File: src/rtl/data_mem_resp_pkg.sv
// Shared types for the MEM-stage data-memory responder: FSM states, lane geometry,
// the captured request and a lane-insert helper.
package data_mem_resp_pkg;

  localparam int NUM_LANES = 4;
  localparam int LANE_W    = 8;

  typedef enum logic [1:0] {
    ST_IDLE = 2'd0,
    ST_XFER = 2'd1,
    ST_DONE = 2'd2
  } state_t;

  typedef logic [NUM_LANES-1:0][LANE_W-1:0] word_t;

  typedef struct packed {
    logic                 we;
    logic [NUM_LANES-1:0] sel;
    word_t                wdata;
  } req_t;

  function automatic word_t lane_put(input word_t w, input logic [1:0] idx,
                                     input logic [LANE_W-1:0] b);
    word_t r;
    r      = w;
    r[idx] = b;
    return r;
  endfunction

endpackage

File: src/rtl/data_mem_resp_lane_next_sel.sv
// Picks the lowest selected lane strictly above idx; idx = -1 yields the first selected lane.
module lane_next_sel
  import data_mem_resp_pkg::*;
(
  input  logic [NUM_LANES-1:0] sel,
  input  logic signed [2:0]    idx,
  output logic [1:0]           nxt,
  output logic                 vld
);

  logic [NUM_LANES-1:0] hit;

  for (genvar k = 0; k < NUM_LANES; k++) begin : g_hit
    assign hit[k] = sel[k] && (idx < $signed(3'(k)));
  end

  always_comb begin
    nxt = '0;
    for (int k = NUM_LANES - 1; k >= 0; k--) begin
      if (hit[k]) nxt = 2'(k);
    end
  end

  assign vld = |hit;

endmodule

File: src/rtl/data_mem_resp.sv
// Serialises MEM-stage word reads and byte-masked writes onto a req/ack byte bus,
// reassembling read bytes into a word presented with a one-cycle done pulse.
module data_mem_resp
  import data_mem_resp_pkg::*;
#(
  parameter int EXT_AW = 17
) (
  input  logic              clk,
  input  logic              rst,
  input  logic              mem_ce,
  input  logic              mem_we,
  input  logic [31:0]       mem_addr,
  input  logic [3:0]        mem_sel,
  input  logic [31:0]       mem_wdata,
  output logic              mem_busy,
  output logic              mem_done,
  output logic [31:0]       mem_rdata,
  output logic              ext_req,
  output logic              ext_we,
  output logic [EXT_AW-1:0] ext_addr,
  output logic [7:0]        ext_wdata,
  input  logic [7:0]        ext_rdata,
  input  logic              ext_ack
);

  state_t               state, state_nxt;
  req_t                 cap;
  logic [EXT_AW-1:0]    base;
  logic [1:0]           idx;
  word_t                rbuf, rword;
  logic [NUM_LANES-1:0] req_sel;
  logic [1:0]           first_idx, nxt_idx;
  logic                 first_vld, nxt_vld;
  logic                 accept, ack;
  logic                 unused_addr_hi;

  assign unused_addr_hi = ^mem_addr[31:EXT_AW];

  // Reads always fetch every lane; a write with no lanes selected never leaves IDLE.
  assign req_sel = mem_we ? mem_sel : '1;
  assign accept  = (state == ST_IDLE) && mem_ce && first_vld;
  assign ack     = (state == ST_XFER) && ext_ack;
  assign rword   = lane_put(rbuf, idx, ext_rdata);

  lane_next_sel u_first (
    .sel (req_sel),
    .idx (-3'sd1),
    .nxt (first_idx),
    .vld (first_vld)
  );

  lane_next_sel u_next (
    .sel (cap.sel),
    .idx ($signed({1'b0, idx})),
    .nxt (nxt_idx),
    .vld (nxt_vld)
  );

  always_ff @(posedge clk) begin
    if (!rst) state <= ST_IDLE;
    else      state <= state_nxt;
  end

  always_comb begin
    state_nxt = state;
    case (state)
      ST_IDLE: if (accept) state_nxt = ST_XFER;
      ST_XFER: if (ack && !nxt_vld) state_nxt = cap.we ? ST_IDLE : ST_DONE;
      ST_DONE: state_nxt = ST_IDLE;
      default: state_nxt = ST_IDLE;
    endcase
  end

  always_ff @(posedge clk) begin
    if (!rst) begin
      cap       <= '0;
      base      <= '0;
      idx       <= '0;
      rbuf      <= '0;
      mem_rdata <= '0;
    end else if (accept) begin
      cap.we    <= mem_we;
      cap.sel   <= req_sel;
      cap.wdata <= mem_wdata;
      base      <= mem_we ? mem_addr[EXT_AW-1:0] : {mem_addr[EXT_AW-1:2], 2'b00};
      idx       <= first_idx;
    end else if (ack) begin
      if (!cap.we)            rbuf      <= rword;
      if (nxt_vld)            idx       <= nxt_idx;
      // Output word only changes when the final read byte lands.
      if (!cap.we && !nxt_vld) mem_rdata <= rword;
    end
  end

  always_comb begin
    mem_busy  = 1'b0;
    mem_done  = 1'b0;
    ext_req   = 1'b0;
    ext_we    = 1'b0;
    ext_addr  = '0;
    ext_wdata = '0;
    case (state)
      ST_XFER: begin
        mem_busy  = 1'b1;
        ext_req   = 1'b1;
        ext_we    = cap.we;
        ext_addr  = base + EXT_AW'(idx);
        ext_wdata = cap.wdata[idx];
      end
      ST_DONE: mem_done = 1'b1;
      default: ;
    endcase
  end

endmodule

File: config.mk
export PLATFORM = sky130hd
export DESIGN_NAME = data_mem_resp
export DESIGN_NICKNAME = d
export VERILOG_FILES = /design/src/rtl/data_mem_resp_pkg.sv /design/src/rtl/data_mem_resp_lane_next_sel.sv /design/src/rtl/data_mem_resp.sv
export SDC_FILE = /design/constraint.sdc
export NUM_CORES = 1
export LEC_CHECK = 0
export CAP_MARGIN = 30
export CORE_UTILIZATION = 35
export DETAILED_ROUTE_END_ITERATION = 6
export DONT_BUFFER_PORTS = 1
export SLEW_MARGIN = 20
export SYNTH_ARGS = -nofsm -noshare
export SYNTH_HDL_FRONTEND = slang
export SYNTH_SLANG_ARGS = --single-unit
File: constraint.sdc
create_clock -name clk -period 2.6 [get_ports clk]
set_input_delay 0.39 -clock clk [delete_from_list [all_inputs] [get_ports clk]]
set_output_delay 0.39 -clock clk [all_outputs]
set_load 0.01 [all_outputs]
==> results.toml <==
[synthesis]
ys_seq_elements = 121
netlist_instances = 666
synth_top_flop_cell = "sky130_fd_sc_hd__dfxtp_1"
avgSynthCellArea_um2 = 8.796
yosysWarnings = 0
dominant_combinational_cell_family_by_area_after_synthesis = "simple AND/OR/NAND/NOR gates"
synth_enable_flop_cells = 0
mappedNetlistArea_um2 = 5858
synth_adder_area_share_pct = 0.7689
yosys.area_share.simple_pct = 22.19
synth_xor_xnor_area_share_pct = 1.645
post_synth_num_cell_types = 51
synth-async-reset-ratio_pct = 0
yosysSeqAreaShare_pct = 41.35
mappedNetlistNets = 750
yosys-mux-area-fraction_pct = 8.885
compound_gate_portion_of_the_synthesized_area_pct = 19.22

[timing]
period_share_pct = 95.83
period_minus_slack_ns = 2.491
setup_repair_after_global_routing_missed_its_margin = "true"
fmax_achieved_mhz = 401.4
final-max-slew-violation-count = 0
timing.max_slew.rel_slack_pct = 51.75
final-setup-viol-count = 0
timing_hold_violations_final = 0
fin_worst_skew_ns = 0.01801
max_slew.worst_pin.slew_ns = 0.7238

[place]
placed_cell_area_um2 = 5926
port_buffers = 0
place.detailed.instances = 832
detailed_place_hpwl_um = 9574
gpl.final_weighted_congestion = 0.7992

[cells_and_area]
drive_above_1_share_pct = 9.861
finish.instance_area_um2 = 6538
seq_area_um2 = 2422
fillers = 1611
leading_cell_types_in_the_layout_fill_and_taps_excluded = "sky130_fd_sc_hd__nand2_1, sky130_fd_sc_hd__dfxtp_1, sky130_fd_sc_hd__a21boi_0"
final_common_cell = "sky130_fd_sc_hd__nand2_1"
inserted_diodes = 0
layout-area-overhead-vs-synth_pct = 11.60
nets = 720
final-instance-count-excl-fill = 865
multi_input_gate_area_um2 = 3134

[clocking]
htree_num_levels = 4
clock-root-buffer = "sky130_fd_sc_hd__clkbuf_16"
tritoncts_clock_tree = "done"
cts.sinks = 121
worst_skew_pair_later_pin_latency_ns = 0.42
numCtsBuffers = 17
ctsLongestPathBuffers = 2
clkTransAtPathRegs_ns = 0.06

[pwr]
leakagePower_nw = 2.674
peakVddDrop_mv = 0.4540
report.power.total_w = 0.004807
power.density_cell_area_nw_per_um2 = 735.3

[drt]
drt_iter0_markers = 251
wirelength_um = 14460
remaining_drc_errors = 0
routed_len_inst_um = 16.72
drt-pass1-iter-count = 6
routed_via_density = 5.354
num_vias = 4631
ant_nets = 0

[global_routing]
globalRouteTotalUtil_pct = 17.01
grt_pass1_wl_um = 23250
grt_antenna_before_repair = 0
grt_pass1_vias = 4420
grt_max_degree = 123
grt_overflow = 0

[setup_path]
crit_arrival_ns = 2.10
path_class = "reg -> out"
critical_path_peak_fanout = 6
timing.reg2reg.setup_slack_ns = 0.67
worstSetupEndpointType = "output port"
startpoint_type = "flip-flop"
worstPathRequired_ns = 2.21

[floorplanning]
initial_utilization_pct = 36.35
fp.coreArea_um2 = 16120
rows = 46
ios = 142
die_w_um = 131.4
chipHeight_um = 131.4
design.die.area_um2 = 17260

[worst_hold_path]
holdCritPathClass = "in -> reg"

[run_status]
outcome = "complete, no violations"

[job]
timing.max_cap.violations = 0
==> worst max-delay path, cell delays in order, from the launching register on <==
cell and delay (ns):
sky130_fd_sc_hd__dfxtp_1 0.34, sky130_fd_sc_hd__ha_1 0.21, sky130_fd_sc_hd__fa_2 0.27, sky130_fd_sc_hd__nand4_1 0.13, sky130_fd_sc_hd__buf_4 0.19, sky130_fd_sc_hd__nor4_1 0.26, sky130_fd_sc_hd__xnor2_1 0.10, sky130_fd_sc_hd__nor2_1 0.19
==> final timing paths <==
check | start | to | depth (start not counted)
worst max-delay path | base[0]$_SDFFE_PN0P_ | ext_addr[14] | 7
worst min-delay path | mem_wdata[9] | cap[9]$_SDFFE_PN0P_ | 2
worst max register to register | state[0]$_SDFFE_PN0P_ | cap[1]$_SDFFE_PN0P_ | 5
worst min register to register | cap[21]$_SDFFE_PN0P_ | cap[21]$_SDFFE_PN0P_ | 2
==> layout make-up <==
class | count | area share [%]
Multi-Input combinational cell | 476 | 47.94
Clock buffer | 25 | 7.579
Clock inverter | 7 | 1.014
Timing Repair Buffer | 13 | 1.876
Tap cell | 216 | 4.134
Inverter | 7 | 0.4019
Sequential cell | 121 | 37.05
==> synthesized netlist by cell type (2+ instances only) <==
master,instances,area share [%]
sky130_fd_sc_hd__and2_1,16,1.7
sky130_fd_sc_hd__nand2b_1,5,0.53
sky130_fd_sc_hd__xnor2_1,10,1.5
sky130_fd_sc_hd__buf_6,8,1.5
sky130_fd_sc_hd__nor4_1,4,0.43
sky130_fd_sc_hd__ha_1,2,0.43
sky130_fd_sc_hd__clkbuf_1,35,2.2
sky130_fd_sc_hd__a31o_2,2,0.30
sky130_fd_sc_hd__dfxtp_1,121,41
sky130_fd_sc_hd__nand2_1,171,11
sky130_fd_sc_hd__nand4_1,37,4.0
sky130_fd_sc_hd__inv_1,7,0.45
sky130_fd_sc_hd__o311a_1,2,0.34
sky130_fd_sc_hd__o31ai_1,3,0.38
sky130_fd_sc_hd__mux2i_1,34,5.8
sky130_fd_sc_hd__a21boi_0,81,10
sky130_fd_sc_hd__and3_1,2,0.21
sky130_fd_sc_hd__mux4_2,8,3.1
sky130_fd_sc_hd__buf_4,2,0.26
sky130_fd_sc_hd__o21ai_0,5,0.43
sky130_fd_sc_hd__a21oi_1,4,0.34
sky130_fd_sc_hd__nor2_1,18,1.2
sky130_fd_sc_hd__o211a_1,32,5.5
sky130_fd_sc_hd__nand3_1,7,0.60
sky130_fd_sc_hd__nor3_1,4,0.34
sky130_fd_sc_hd__nor2b_1,5,0.53
sky130_fd_sc_hd__buf_2,17,1.5
==> routing by layer <==
layer / vias up / wire [um] / GRT usage [%] / share of wire (%)
li1: 2267 / - / - / -
met1: 2240 / 6412 / 20.74 / 44
met2: 105 / 6910 / 27.10 / 48
met3: 19 / 882 / 6.019 / 6.1
met4: 0 / 257 / 7.106 / 1.8
met5: - / 0 / 0 / 0
==> report_power, final <==
part	internal, W	switching, W	total [W]
logic	0.000221	0.000330	0.000551
registers	0.00196	0.0000884	0.00205
clock network	0.00141	0.000801	0.00221
total	0.00359	0.00122	0.00481
==> metrics by stage <==
step / setup TNS, ns / hold slack (ns) / util, % / setup slack (ns)
floorplan: 0 / 0.4402 / - / 0.6819
global placement: 0 / 0.4486 / 36.77 / 0.3911
detailed placement: 0 / 0.4546 / 36.77 / 0.3653
CTS: 0 / 0.08965 / 40.29 / 0.0007385
global route: -0.03883 / 0.09172 / 40.57 / -0.03883
finish: 0 / 0.1077 / 40.57 / 0.1085
==> sequential cells by signal, indices dropped and copies added (netlist names) <==
name / cells
mem_rdata: 32
cap: 36
rbuf: 32
base: 17
idx: 2
state: 2
==> cell families after synthesis <==
logic type / after synthesis
XOR/XNOR: 11
multiplexers: 42
flip-flops: 121
buffers and inverters: 69
AO/OA/AOI/OAI: 140
AND/OR/NAND/NOR: 280
adder cells (fa/ha/maj): 3
==> repair_timing <==
item	in CTS	in global routing
hold buffers	0	0
resized for setup	1	7
setup buffers	0	1
setup endpoints to repair	1	7
gates cloned	0	0
pin swaps	1	1
Note: power is estimated with default switching activity, not from simulation.
